==> config.mk <==
export PLATFORM = sky130hd
export DESIGN_NAME = dmem_lsu
export DESIGN_NICKNAME = d
export VERILOG_FILES = /design/src/rtl/lsu_pkg.sv /design/src/rtl/lsu_align.sv /design/src/rtl/dmem_lsu.sv
export SDC_FILE = /design/constraint.sdc
export NUM_CORES = 1
export LEC_CHECK = 0
export ABC_AREA = 0
export ABC_CLOCK_PERIOD_IN_PS = 2140
export BUFFER_PORTS_ARGS = -buffer_cell sky130_fd_sc_hd__buf_2
export CAP_MARGIN = 10
export CORE_ASPECT_RATIO = 1.2
export CORE_MARGIN = 2
export CORE_UTILIZATION = 50
export DETAILED_ROUTE_END_ITERATION = 8
export GPL_ROUTABILITY_DRIVEN = 0
export GPL_TIMING_DRIVEN = 0
export PLACE_DENSITY = 0.75
export REMOVE_ABC_BUFFERS = 1
export SYNTH_ARGS = -nofsm -noshare
export SYNTH_HDL_FRONTEND = slang
export SYNTH_SLANG_ARGS = --single-unit
export TNS_END_PERCENT = 50
==> constraint.sdc <==
create_clock -name clk -period 2.14 [get_ports clk]
set_input_delay 0.321 -clock clk [delete_from_list [all_inputs] [get_ports clk]]
set_output_delay 0.321 -clock clk [all_outputs]
set_load 0.02 [all_outputs]
==> src/rtl/lsu_pkg.sv <==
// Shared definitions for the dmem load/store unit: funct3 codes, FSM encoding
// and the byte-lane shift helper.
package lsu_pkg;

    localparam logic [2:0] F3_B  = 3'b000;
    localparam logic [2:0] F3_H  = 3'b001;
    localparam logic [2:0] F3_W  = 3'b010;
    localparam logic [2:0] F3_BU = 3'b100;
    localparam logic [2:0] F3_HU = 3'b101;

    typedef enum logic [1:0] {
        StIdle,
        StAccess,
        StWrite,
        StResp
    } state_e;

    // Bit offset of the addressed lane; halfwords select their lane with addr[1] only.
    function automatic logic [4:0] lane_shift(input logic [1:0] off, input logic [2:0] f3);
        if (f3[1:0] == 2'b01) begin
            return {off[1], 4'b0000};
        end
        return {off, 3'b000};
    endfunction

endpackage

==> src/rtl/lsu_align.sv <==
// Combinational lane steering: load extraction/extension and sub-word store merge.
module lsu_align
    import lsu_pkg::*;
(
    input  logic [31:0] rd_i,
    input  logic [31:0] wdata_i,
    input  logic [1:0]  off_i,
    input  logic [2:0]  f3_i,
    output logic [31:0] load_o,
    output logic [31:0] merge_o
);

    logic [4:0]  shamt;
    logic [31:0] lane;

    always_comb begin
        shamt   = lane_shift(off_i, f3_i);
        lane    = rd_i >> shamt;
        load_o  = rd_i;
        merge_o = wdata_i;
        case (f3_i[1:0])
            2'b00: begin
                load_o  = {{24{lane[7] & ~f3_i[2]}}, lane[7:0]};
                merge_o = (rd_i & ~(32'h0000_00FF << shamt))
                        | ({24'b0, wdata_i[7:0]} << shamt);
            end
            2'b01: begin
                load_o  = {{16{lane[15] & ~f3_i[2]}}, lane[15:0]};
                merge_o = (rd_i & ~(32'h0000_FFFF << shamt))
                        | ({16'b0, wdata_i[15:0]} << shamt);
            end
            default: begin
                load_o  = rd_i;
                merge_o = wdata_i;
            end
        endcase
    end

endmodule

==> src/rtl/dmem_lsu.sv <==
// Load/store unit between the core memory stage and a word-only data memory;
// sub-word stores become read-modify-write, bad accesses are faulted.
module dmem_lsu
    import lsu_pkg::*;
#(
    parameter int unsigned ADDR_W = 32
) (
    input  logic              clk,
    input  logic              reset_n,
    input  logic              req_valid,
    output logic              req_ready,
    input  logic              req_we,
    input  logic [2:0]        req_funct3,
    input  logic [ADDR_W-1:0] req_addr,
    input  logic [31:0]       req_wdata,
    output logic              rsp_valid,
    output logic [31:0]       rsp_rdata,
    output logic              rsp_fault,
    output logic              mem_we,
    output logic [ADDR_W-1:0] mem_a,
    output logic [31:0]       mem_wd,
    input  logic [31:0]       mem_rd
);

    state_e            state_q, state_d;
    logic              we_q, we_d;
    logic [2:0]        f3_q, f3_d;
    logic [ADDR_W-1:0] addr_q, addr_d;
    logic [31:0]       wdata_q, wdata_d;
    logic              fault_q, fault_d;
    logic [31:0]       merge_q, merge_d;
    logic [31:0]       rdata_q, rdata_d;
    logic [31:0]       wd_q, wd_d;

    logic              req_fault;
    logic [31:0]       load_data;
    logic [31:0]       merge_data;

    lsu_align u_align (
        .rd_i    (mem_rd),
        .wdata_i (wdata_q),
        .off_i   (addr_q[1:0]),
        .f3_i    (f3_q),
        .load_o  (load_data),
        .merge_o (merge_data)
    );

    always_comb begin
        req_fault = 1'b0;
        case (req_funct3)
            F3_B, F3_H, F3_W: req_fault = 1'b0;
            F3_BU, F3_HU:     req_fault = req_we;
            default:          req_fault = 1'b1;
        endcase
        if (req_funct3[1:0] == 2'b01 && req_addr[0]) begin
            req_fault = 1'b1;
        end
        if (req_funct3 == F3_W && req_addr[1:0] != 2'b00) begin
            req_fault = 1'b1;
        end
    end

    // Write strobe is pure state decode so an async reset removes it at once.
    always_comb begin
        mem_we = (state_q == StWrite) || (state_q == StAccess && we_q && f3_q == F3_W);
        mem_a  = {addr_q[ADDR_W-1:2], 2'b00};
        if (state_q == StWrite) begin
            mem_wd = merge_q;
        end else if (mem_we) begin
            mem_wd = wdata_q;
        end else begin
            mem_wd = wd_q;
        end
        req_ready = (state_q == StIdle);
        rsp_valid = (state_q == StResp);
        rsp_fault = (state_q == StResp) && fault_q;
        rsp_rdata = rdata_q;
    end

    always_comb begin
        state_d = state_q;
        we_d    = we_q;
        f3_d    = f3_q;
        addr_d  = addr_q;
        wdata_d = wdata_q;
        fault_d = fault_q;
        merge_d = merge_q;
        rdata_d = rdata_q;
        wd_d    = mem_we ? mem_wd : wd_q;
        case (state_q)
            StIdle: begin
                if (req_valid) begin
                    we_d    = req_we;
                    f3_d    = req_funct3;
                    addr_d  = req_addr;
                    wdata_d = req_wdata;
                    fault_d = req_fault;
                    if (req_fault) begin
                        rdata_d = 32'h0;
                        state_d = StResp;
                    end else begin
                        state_d = StAccess;
                    end
                end
            end
            StAccess: begin
                if (!we_q) begin
                    rdata_d = load_data;
                    state_d = StResp;
                end else if (f3_q == F3_W) begin
                    state_d = StResp;
                end else begin
                    merge_d = merge_data;
                    state_d = StWrite;
                end
            end
            StWrite: state_d = StResp;
            StResp:  state_d = StIdle;
            default: state_d = StIdle;
        endcase
    end

    always_ff @(posedge clk or negedge reset_n) begin
        if (!reset_n) begin
            state_q <= StIdle;
            we_q    <= 1'b0;
            f3_q    <= 3'b000;
            addr_q  <= '0;
            wdata_q <= 32'h0;
            fault_q <= 1'b0;
            merge_q <= 32'h0;
            rdata_q <= 32'h0;
            wd_q    <= 32'h0;
        end else begin
            state_q <= state_d;
            we_q    <= we_d;
            f3_q    <= f3_d;
            addr_q  <= addr_d;
            wdata_q <= wdata_d;
            fault_q <= fault_d;
            merge_q <= merge_d;
            rdata_q <= rdata_d;
            wd_q    <= wd_d;
        end
    end

endmodule

### After elaboration in Yosys (flattened, before gate mapping)

Index checks and enable logic that the tools add are counted.

| cells by class | value |
|---|---|
| reduce and logical (&&, ||, !) cells | 16 |
| bitwise operators | 10 |
| mux-type cells | 19 |
| equal/unequal tests | 13 |
| shift operators | 5 |

Operator list:

| cell | number |
|---|---|
| 32-bit case mux with 2 select lines | 3 |
| 32-bit 2-to-1 mux | 5 |
| 32-bit bitwise AND | 2 |
| 32-bit NOT | 2 |
| 32-bit bitwise OR | 2 |
| 16-bit by 5-bit << shifter with 32-bit output | 1 |
| 16-bit by 5-bit << shifter with 32-bit output, first input constant | 1 |
| 8-bit by 5-bit << shifter with 32-bit output | 1 |
| 8-bit by 5-bit << shifter with 32-bit output, first input constant | 1 |
| 32-bit by 5-bit >> shifter with 16-bit output | 1 |
| 5-bit 2-to-1 mux | 2 |
| 2-bit case mux with 4 select lines | 1 |
| 2-bit by 1-bit == test with 1-bit output, second input constant | 3 |
| 3-bit by 2-bit == test with 1-bit output, second input constant | 2 |
| 3-bit == test, second input constant | 2 |
| 1-bit logical AND | 5 |
| 1-bit 2-to-1 mux | 5 |
| 2-bit == test, second input constant | 2 |
| 2-bit zero test | 2 |
| 2-bit 2-to-1 mux | 2 |
| 2-bit != test, second input constant | 2 |
| 4-bit AND reduction | 1 |
| 2-bit nonzero test | 2 |
| 3-bit by 1-bit == test with 1-bit output, second input constant | 1 |
| 10 further kinds | 12 |

| word-level totals | value |
|---|---|
| input port bits | 103 |
| register bits | 167 |
| output and inout bits | 100 |

### Logic depth before layout (Yosys ltp)

Gate-level depths: netlist of the first run.

| depth | value |
|---|---|
| depth in word-level cells | 8 |
| depth in mapped cells | 8 |

### Hierarchy

Synthesis of the first run repeated with hierarchy kept, for this count alone.

| second synthesis, totals | value |
|---|---|
| cell total of the unflattened synthesis | 821 |
| area total of the unflattened synthesis | 8570.7 um^2 |

Modules (own cells, without submodules):

| module | area an instance (um^2) | cells an instance | sequential area each (um^2) | instances |
|---|---|---|---|---|
| dmem_lsu | 6967.9 | 587 | 4179.0 | 1 |
| lsu_align | 1602.8 | 234 | 0.0 | 1 |

### Least setup slack after synthesis of the first run

No wires, ideal clock.

| timing path | value |
|---|---|
| path kind | register -> output |
| start point | reg state_q[1] |
| end point | out mem_wd[2] |
| cell stages (with the launch flop) | 8 |
| path buffers | 1 |
| slack | -16 ps |
| arrival time | 1835 ps |
| required time | 1819 ps |
| path through | dfrtp_1 > inv_1 > ha_1 > nand2_1 > nor2_2 > buf_4 > mux2i_1 > o21ai_0 |

| on the way | value |
|---|---|
| word-level cells in the longest chain between the ends | 6 |

RTL lines:

| item | line | source |
|---|---|---|
| start, declared | dmem_lsu.sv:25 | `state_e state_q, state_d;` |
| start signal, assigned | dmem_lsu.sv:125 | `state_q <= StIdle;` |
| start signal, assigned | dmem_lsu.sv:135 | `state_q <= state_d;` |
| 2-bit by 1-bit == test with 1-bit output | dmem_lsu.sv:65 | `mem_we = (state_q == StWrite) \|\| (state_q == StAccess && we_q && f3_q == F3_W);` |
| 1-bit logical AND (2 in a row) | dmem_lsu.sv:65 |  |
| 1-bit logical OR | dmem_lsu.sv:65 |  |
| 32-bit 2-to-1 mux | dmem_lsu.sv:69 | `end else if (mem_we) begin` |
| 32-bit 2-to-1 mux * | dmem_lsu.sv:67 | `if (state_q == StWrite) begin` |
| end, declared | dmem_lsu.sv:21 | `output logic [31:0] mem_wd,` |

Mark *: on every way between the ends. The rest lies on a longest branch, timed or not.

### Worst setup path after layout of the first run

| timing path | value |
|---|---|
| start point | reg state_q[1] |
| end point | out mem_wd[0] |

The elaborated chain is that of the path after synthesis.

==> results.toml, run 1 <==
[global_route]
antenna_found_initial = 1
grt_max_degree = 99
overflow = 0
grtUsageTotal_pct = 29.2
grt_pass1_wl_mm = 39.5
grt_pass1_vias = 7042

[timing]
rsz0062_at_grt = "true"
max_freq_mhz = 407
worst_pin_slew_ns = 0.899
final-hold-violation-count = 0
fin_crit_ns = 2.46
setup-tns-final_ns = -8.84
setup_viol = 35
final.setup.worst_slack_ns = -0.318
drv_slew = 0
slew_headroom_pct = 40.1
finalClockSkew_ns = 0.0132
finalCritPeriodShare_pct = 115

[synthesis]
yosysUniqueCellTypes = 41
synth_top_area_share_pct = 50.1
synthFlopType = "dfrtp_1"
synthArstFlopShare_pct = 100
synth_top_cell_by_area = "dfrtp_1"
seq_area_frac_synth_pct = 50.1
ys_ff_latch = 167
yosys_warnings = 0
syn_area_um2 = 8340
syn_avg_cell_area_um2 = 10.9
syn_inst = 768
synth_edf_count = 0
synth_area_leaders = "dfrtp_1 50%, mux2_2 15%, o21ai_0 6.4%"

[detailed_routing]
avgViaCountPerCell = 6.04
vias = 7187
first_pass_iters = 9
ant_nets = 0
drt-total-wl_mm = 26.6
wire_per_inst_um = 22.3
drc_errors = 0
dr.first_iter.drc_count = 677

[clock_network]
path_clk_slew_ns = 0.07
cts_buffer_depth = 2
cts_sinks = 167
clk_latency_ns = 0.44
cts_tree = "built"
cts_max_level = 4
cts_root_buf = "clkbuf_16"
cts_made_buffers = 17

[layout]
drive_gt1_share_pct = 47.7
fillers = 1227
fin_area_um2 = 11100
final_nets = 1071
instances_no_fill = 1189
num_antenna_cells = 0
area_growth_pct = 33.1

[power]
power_density_nw_per_um2 = 1840
p_leak_nw = 4.85
vdd_drop_max_v = 0.000810
power.total_mw = 20.4

[die]
rows = 51
start_util_pct = 51.2
die_h_um = 145
core_um2 = 16300
dieWidth_um = 122
ioPinCount = 203
die-area_um2 = 17700

[status]
outcome = "finished, violations left"
violations = "setup timing"

[placement]
placedCellCount = 1110
hpwlAfterDp_mm = 14.9
placed_area_um2 = 9430
dp_slack_ns = -1.33
io_buffers = 200

[setup_path]
cp-end-kind = "output port"
crit_arrival_ns = 2.14
crit_fanout = 8
criticalPathCategory = "register to output port"
worstSetupStartpointType = "register"
cp.required_ns = 1.82

[job]
maxCapViolations = 0

[worst_hold_path]
hold_path_class = "input port to register"
==> cell families after synthesis <==
| logic type | after synthesis | synth area share (%) |
|---|---|---|
| muxes | 162 | 21.1 |
| other | 1 | 0.0450 |
| AOI/OAI and AO/OA | 201 | 15.0 |
| and+or+nand+nor | 145 | 7.22 |
| adders and majority gates | 4 | 0.600 |
| DFF | 167 | 50.1 |
| buffers and inverters | 88 | 5.85 |
==> layout by cell type (no fill, tap or decap), types with 2 or more instances in the layout <==
master,n
mux2_4,2
o221ai_1,2
ha_4,2
bufbuf_16,2
o21ai_2,8
nand3_4,2
buf_2,185
nor2_1,53
inv_8,2
buf_12,9
dfrtp_2,5
clkinvlp_4,5
o21ai_0,69
a21oi_4,2
a222oi_1,24
nand2b_1,8
conb_1,2
inv_6,5
mux2_2,110
nand2_1,64
a32o_1,8
nor2_4,4
inv_1,4
clkbuf_16,18
dfrtp_4,2
o21ai_1,30
mux2i_4,12
a21oi_1,35
bufinv_16,4
dfrtp_1,160
buf_4,34
buf_8,3
nand2_4,2
mux2i_2,10
buf_6,13
buf_16,7
mux2i_1,28
o22ai_1,7
o22a_1,7
==> stage by stage <==
stage               utilization [%]  hold WS, ns
finish                         68.2        0.108
global route                   68.2        0.106
CTS                            65.9        0.101
detailed placement             58.0        0.319
global placement               56.2        0.457
floorplan                         -       0.0254
==> sequential cells by signal (all words and copies together) (netlist names) <==
name       flops
state_q        2
f3_q           3
rsp_rdata     32
wdata_q       32
merge_q       32
we_q           1
wd_q          32
fault_q        1
addr_q        32
==> timing repair <==
action                                  CTS  global route
setup buffers                            31            11
hold buffers                              1             0
pin swaps                                12            27
endpoints found under the hold margin    69             0
endpoints found under the setup margin  130            85
resized for setup                        80            74
cloned                                    5             2
==> cell type report <==
cell class / count / area (um2) / share of cell area (%)
Clock buffer: 17 / 425 / 3.84
Clock inverter: 15 / 214 / 1.93
Inverter: 7 / 37.5 / 0.338
Multi-Input combinational cell: 516 / 4110 / 37.1
Sequential cell: 167 / 4190 / 37.8
Tap cell: 212 / 265 / 2.39
Timing Repair Buffer: 255 / 1850 / 16.6
==> worst paths after layout <==
path | startpoint | endpoint | slack (ns) | cells after the start
max in group asynchronous | reset_n | rsp_rdata[7] | 0.83 | 3
hold reg to reg | rsp_rdata[2] | rsp_rdata[2] | 0.48 | 2
min in group asynchronous | reset_n | rsp_rdata[26] | 0.42 | 2
setup / recovery | state_q[1] | mem_wd[0] | -0.32 | 9
hold / removal | req_wdata[18] | wdata_q[18] | 0.11 | 2
setup reg to reg | f3_q[1] | merge_q[25] | -0.02 | 7
==> worst max-delay path: stages (launching register included) <==
cell     delay [ns]
dfrtp_2        0.42
inv_2          0.08
ha_4           0.15
nand2_4        0.06
nor2_4         0.17
buf_4          0.15
buf_12         0.15
mux2i_1        0.25
o21ai_1        0.10
buf_2          0.17
==> Yosys cell counts (all sizes together), types with 2 or more instances <==
cell      n
a21oi    37
a222oi   24
and2      2
mux2i    50
o22ai     7
o221ai    2
o22a      7
nand2    68
a32o      8
inv       6
nand2b    9
ha        4
nor4      2
nand3     2
mux2    112
o21ai   108
nor2     58
clkbuf   32
buf      49
dfrtp   167
==> power breakdown <==
group / internal (mW) / leakage, nW / switching (mW) / total, mW
clock: 1.98 / 0.299 / 1.38 / 3.36
combinational: 4.83 / 2.60 / 6.21 / 11.0
sequential: 4.77 / 1.96 / 1.28 / 6.05
total: 11.6 / 4.85 / 8.86 / 20.4
==> per-layer routing <==
| layer | track usage [%] | wire length (um) | vias up |
|---|---|---|---|
| met3 | 6.50 | 2240 | 90 |
| met4 | 14.7 | 1240 | 0 |
| met1 | 37.3 | 10100 | 3533 |
| li1 | - | - | 3161 |
| met5 | 0 | 0 | - |
| met2 | 46.4 | 13000 | 403 |
Power figures use the tool's default switching activity.
==> run 2, diff against run 1 <==
- SYNTH_HIERARCHICAL: default -> 1
==> results.toml, run 2 <==
[die]
core_um2 = 16900
rows = 52
start_util_pct = 50.9
ioPinCount = 203
die-area_um2 = 18200
dieWidth_um = 124
die_h_um = 147

[clock_network]
clk_latency_ns = 0.43
cts_buffer_depth = 2
cts_max_level = 4
cts_made_buffers = 17
cts_root_buf = "clkbuf_16"
cts_sinks = 167
cts_tree = "built"
path_clk_slew_ns = 0.07

[synthesis]
syn_area_um2 = 8570
synth_top_area_share_pct = 48.8
synthArstFlopShare_pct = 100
yosysUniqueCellTypes = 42
synth_area_leaders = "dfrtp_1 49%, mux2_2 14%, nand2_1 8.3%"
synth_top_cell_by_area = "dfrtp_1"
yosysMostFrequentCell = "nand2_1"
synth_edf_count = 0
yosys_warnings = 6
syn_avg_cell_area_um2 = 10.4
synthFlopType = "dfrtp_1"
syn_inst = 821
ys_ff_latch = 167
seq_area_frac_synth_pct = 48.8
synth_common_cells = "189 x nand2_1, 167 x dfrtp_1, 107 x mux2_2"

[timing]
max_freq_mhz = 406
fin_crit_ns = 2.46
setup_viol = 34
final-hold-violation-count = 0
final.setup.worst_slack_ns = -0.324
worst_pin_slew_ns = 0.796
finalCritPeriodShare_pct = 115
setup-tns-final_ns = -9.46
rsz0062_at_grt = "true"
drv_slew = 0
finalClockSkew_ns = 0.0101
slew_headroom_pct = 46.7

[placement]
dp_slack_ns = -1.59
placed_area_um2 = 9470
placedCellCount = 1154
io_buffers = 200
hpwlAfterDp_mm = 15.2

[setup_path]
cp.required_ns = 1.82
cp-end-kind = "output port"
crit_fanout = 10
critPathMostFrequentCell = "buf_6"
worstReg2RegEnd = "merge_q[22]"
reg2reg_from = "f3_q[0]"
crit_arrival_ns = 2.14
setup.worst_path.start = "f3_q[0]"
r2r_cells = 9
max_stage_delay_ns = 0.49
worstSetupStartpointType = "register"
r2r_slack_ns = -0.02
criticalPathCategory = "register to output port"
cp_cell_sequence = "nor3b_4 > buf_6 > a31oi_4 > buf_12 > buf_16 > a22oi_2 > nand2_2 > buf_6"
critical_path_buf_inv_count = 4
crit_slowest_cell = "dfrtp_4"
cp_top_family = "buffers and inverters"

[global_route]
grt_max_degree = 100
grt_pass1_vias = 7318
overflow = 0
antenna_found_initial = 2
grtUsageTotal_pct = 27.8
grt_pass1_wl_mm = 39.1

[power]
p_leak_nw = 5.48
power.total_mw = 20.4
vdd_drop_max_v = 0.000793
power_density_nw_per_um2 = 1810

[job]
maxCapViolations = 0

[detailed_routing]
avgViaCountPerCell = 5.92
wire_per_inst_um = 20.4
dr.first_iter.drc_count = 775
vias = 7412
ant_nets = 0
first_pass_iters = 6
drc_errors = 0
drt-total-wl_mm = 25.5

[worst_hold_path]
hold_path_class = "input port to register"
min_delay_worst_endpoint = "wdata_q[19]"
hold_depth = 2
min_from = "req_wdata[19]"

[layout]
fillers = 1269
instances_no_fill = 1251
fin_area_um2 = 11200
seq_area_um2 = 4200
area_growth_pct = 31.3
final_common_cell = "nand2_1"
drive_gt1_share_pct = 47.6
final_nets = 1129
multiInputGateArea_um2 = 4250
final_cell_mix = "180 x nand2_1, 172 x buf_2, 160 x dfrtp_1"

[status]
violations = "setup timing"
outcome = "finished, violations left"
==> run 2: cell types whose count changed in the layout (fill, tap and decap cells not counted), sizes merged, moves of 24 or more <==
cell,delta
mux2i,-24
a222oi,-24
nand2,+122
nor2,-46
a22oi,+58
o21ai,-29
a21oi,-32
==> run 2: cells by family (layout without fill, tap and decap cells) <==
| group | after synthesis | in the layout | synth area share (%) |
|---|---|---|---|
| AO/OA/AOI/OAI | 197 | 198 | 16.0 |
| other | 1 | 4 | 0.0438 |
| multiplexers | 134 | 134 | 17.3 |
| flip-flops | 167 | 167 | 48.8 |
| buffers and inverters | 98 | 307 | 6.76 |
| AND/OR/NAND/NOR | 218 | 219 | 10.3 |
| adder cells (fa/ha/maj) | 6 | 6 | 0.876 |
==> run 2: metrics by stage <==
step	util, %	hold slack, ns
finish	66.8	0.119
CTS	64.7	0.107
global route	66.8	0.110
detailed placement	56.2	0.316
floorplan	-	0.0254
global placement	55.2	0.461
==> run 2: how the worst max path moves through the flow <==
stage | end | slack [ns] | cells after the start
after floorplan | mem_wd[0] | -1.44 | 4
after global placement | mem_wd[7] | -3.21 | 5
after detailed placement | mem_wd[7] | -1.59 | 8
after CTS | mem_wd[21] | -0.32 | 8
after global routing | mem_wd[8] | -0.39 | 8
final | mem_wd[13] | -0.32 | 8
==> run 2: repair_timing <==
item,CTS,global route
pin swaps,21,30
cloned,4,3
hold endpoints to repair,68,0
hold buffers,1,0
buffers inserted,43,14
setup endpoints to repair,198,97
resized for setup,104,48
==> run 2: layout make-up <==
type,instances,share of cell area (%)
clock inverter,7,0.812
multi-input combinational,559,37.8
inverter,9,0.412
timing repair inverter,1,0.0445
timing repair buffer,265,16.7
antenna,2,0.0445
tap,216,2.40
clock buffer,25,4.49
sequential,167,37.3
==> run 2: where the power goes <==
part	total (mW)	switching, mW	internal, mW	leakage, nW
clock	3.11	1.24	1.87	0.293
combinational	11.3	6.26	5.07	3.12
sequential	5.94	1.25	4.69	2.07
==> run 2: per-layer routing <==
layer | GRT usage (%) | wire length [um] | vias to the layer above
li1 | - | - | 3298
met1 | 35.1 | 9740 | 3678
met2 | 45.1 | 12900 | 354
met3 | 4.82 | 1740 | 82
met4 | 15.2 | 1170 | 0
met5 | 0 | 0 | -
==> run 3, diff against run 2 <==
- MAX_ROUTING_LAYER: default -> met4
- SLEW_MARGIN: default -> 25
==> results.toml, run 3 (same netlist as run 2, synthesis figures left out) <==
[placement]
dp_slack_ns = -1.07
io_buffers = 200
hpwlAfterDp_mm = 15.3

[global_route]
grtUsageTotal_pct = 28.4
grt_pass1_wl_mm = 38.8
grt_pass1_vias = 7369
grt_max_degree = 94
overflow = 0
antenna_found_initial = 1

[die]
start_util_pct = 50.9
dieWidth_um = 124
die-area_um2 = 18200
ioPinCount = 203
rows = 52
core_um2 = 16900
die_h_um = 147

[detailed_routing]
vias = 7247
first_pass_iters = 6
drt-total-wl_mm = 25.0
drc_errors = 0
wire_per_inst_um = 20.4
ant_nets = 0
avgViaCountPerCell = 5.92
dr.first_iter.drc_count = 613

[clock_network]
cts_root_buf = "clkbuf_16"
cts_buffer_depth = 2
cts_tree = "built"
cts_sinks = 167
path_clk_slew_ns = 0.07
clk_latency_ns = 0.44
cts_made_buffers = 17
cts_max_level = 4

[timing]
fin_crit_ns = 2.48
drv_slew = 0
rsz0062_at_grt = "true"
finalClockSkew_ns = 0.0103
hold_ws_ns = 0.112
setup-tns-final_ns = -9.90
slew_headroom_pct = 48.6
finalCritPeriodShare_pct = 116
worst_pin_slew_ns = 0.767
final-hold-violation-count = 0
final.setup.worst_slack_ns = -0.341
max_freq_mhz = 403
setup_viol = 34

[job]
maxCapViolations = 0

[status]
violations = "setup timing"
outcome = "finished, violations left"

[power]
power_density_nw_per_um2 = 1820
vdd_drop_max_v = 0.000821
p_leak_nw = 5.38
power.total_mw = 20.0

[setup_path]
worstSetupStartpointType = "register"
cp_top_family = "simple AND/OR/NAND/NOR gates"
crit_arrival_ns = 2.16
critical_path_buf_inv_count = 3
cp.required_ns = 1.82
crit_slowest_cell = "dfrtp_4"
cp-end-kind = "output port"
criticalPathCategory = "register to output port"
crit_fanout = 8
cp_cell_sequence = "nor3b_4 > nor3b_4 > buf_6 > buf_12 > a22oi_2 > nand2_2 > buf_6"
max_stage_delay_ns = 0.49

[layout]
fillers = 1272
area_growth_pct = 28.7
final_cell_mix = "183 x nand2_1, 167 x buf_2, 161 x dfrtp_1"
drive_gt1_share_pct = 45.9
final_nets = 1103
final_common_cell = "nand2_1"
final_core_util_pct = 65.5

[worst_hold_path]
hold_path_class = "input port to register"
run 3: cell count changes in the layout (fill, tap and decap cells not counted), sizes merged:
cell / before / now
clkinvlp: 4 / 2
diode: 2 / 1
clkbuf: 27 / 23
bufbuf: 1 / 0
bufinv: 2 / 3
buf: 261 / 238
inv: 7 / 11
o211ai: 3 / 2
run 3: repair_timing:
| item | in CTS | in global routing |
|---|---|---|
| hold buffers | 1 | 0 |
| endpoints found under the setup margin | 129 | 80 |
| setup buffers | 27 | 5 |
| hold endpoints to repair | 74 | 0 |
| cloned | 3 | 1 |
| resized for setup | 86 | 71 |
| pin swaps | 9 | 61 |
run 3: layout make-up:
cell class	count	area [um2]	area share (%)
Timing Repair inverter	1	5.00	0.0454
Multi-Input combinational cell	558	4200	38.0
Sequential cell	167	4190	38.0
Clock inverter	10	140	1.27
Inverter	9	40.0	0.363
Tap cell	216	270	2.45
Antenna cell	1	2.50	0.0227
Clock buffer	22	484	4.39
Timing Repair Buffer	240	1700	15.4
run 3: metal layers:
metal,share of wire (%),GRT usage [%],vias to the layer above
met4,4.6,13.1,0
met1,39,35.2,3554
met5,0,-,-
met3,6.7,5.59,92
met2,50,44.9,349
li1,-,-,3252
run 3: path summary, 6_finish.rpt:
check | from | to | slack (ns) | cells after the start
min | req_wdata[2] | wdata_q[2] | 0.11 | 2
min reg2reg | wd_q[27] | wd_q[27] | 0.49 | 2
max in group asynchronous | reset_n | merge_q[8] | 0.81 | 3
max reg2reg | addr_q[1] | merge_q[17] | 0 | 6
max | f3_q[0] | mem_wd[7] | -0.34 | 7
min in group asynchronous | reset_n | addr_q[15] | 0.46 | 2
run 3: worst reg2reg max path, delay by kind of cell (launching register included):
kind            cells  cell delay, ns
flops               1            0.58
fa+ha+maj           1            0.40
buf+inv             2            0.41
compound gates      2            0.36
mux                 1            0.27
run 3: stage by stage:
stage | instance area (um2) | instances
final | 11000 | 1224
after global routing | 11000 | 1224
after CTS | 10700 | 1218
after detailed placement | 9480 | 1155
after global placement | 9300 | 1149
after floorplan | 8030 | 733
run 3: report_power, final:
group | leakage [nW] | switching [mW] | total, mW | internal (mW)
sequential | 2.07 | 1.24 | 5.93 | 4.68
clock | 0.311 | 1.29 | 3.26 | 1.97
combinational | 2.99 | 6.09 | 10.8 | 4.75
total | 5.38 | 8.62 | 20.0 | 11.4
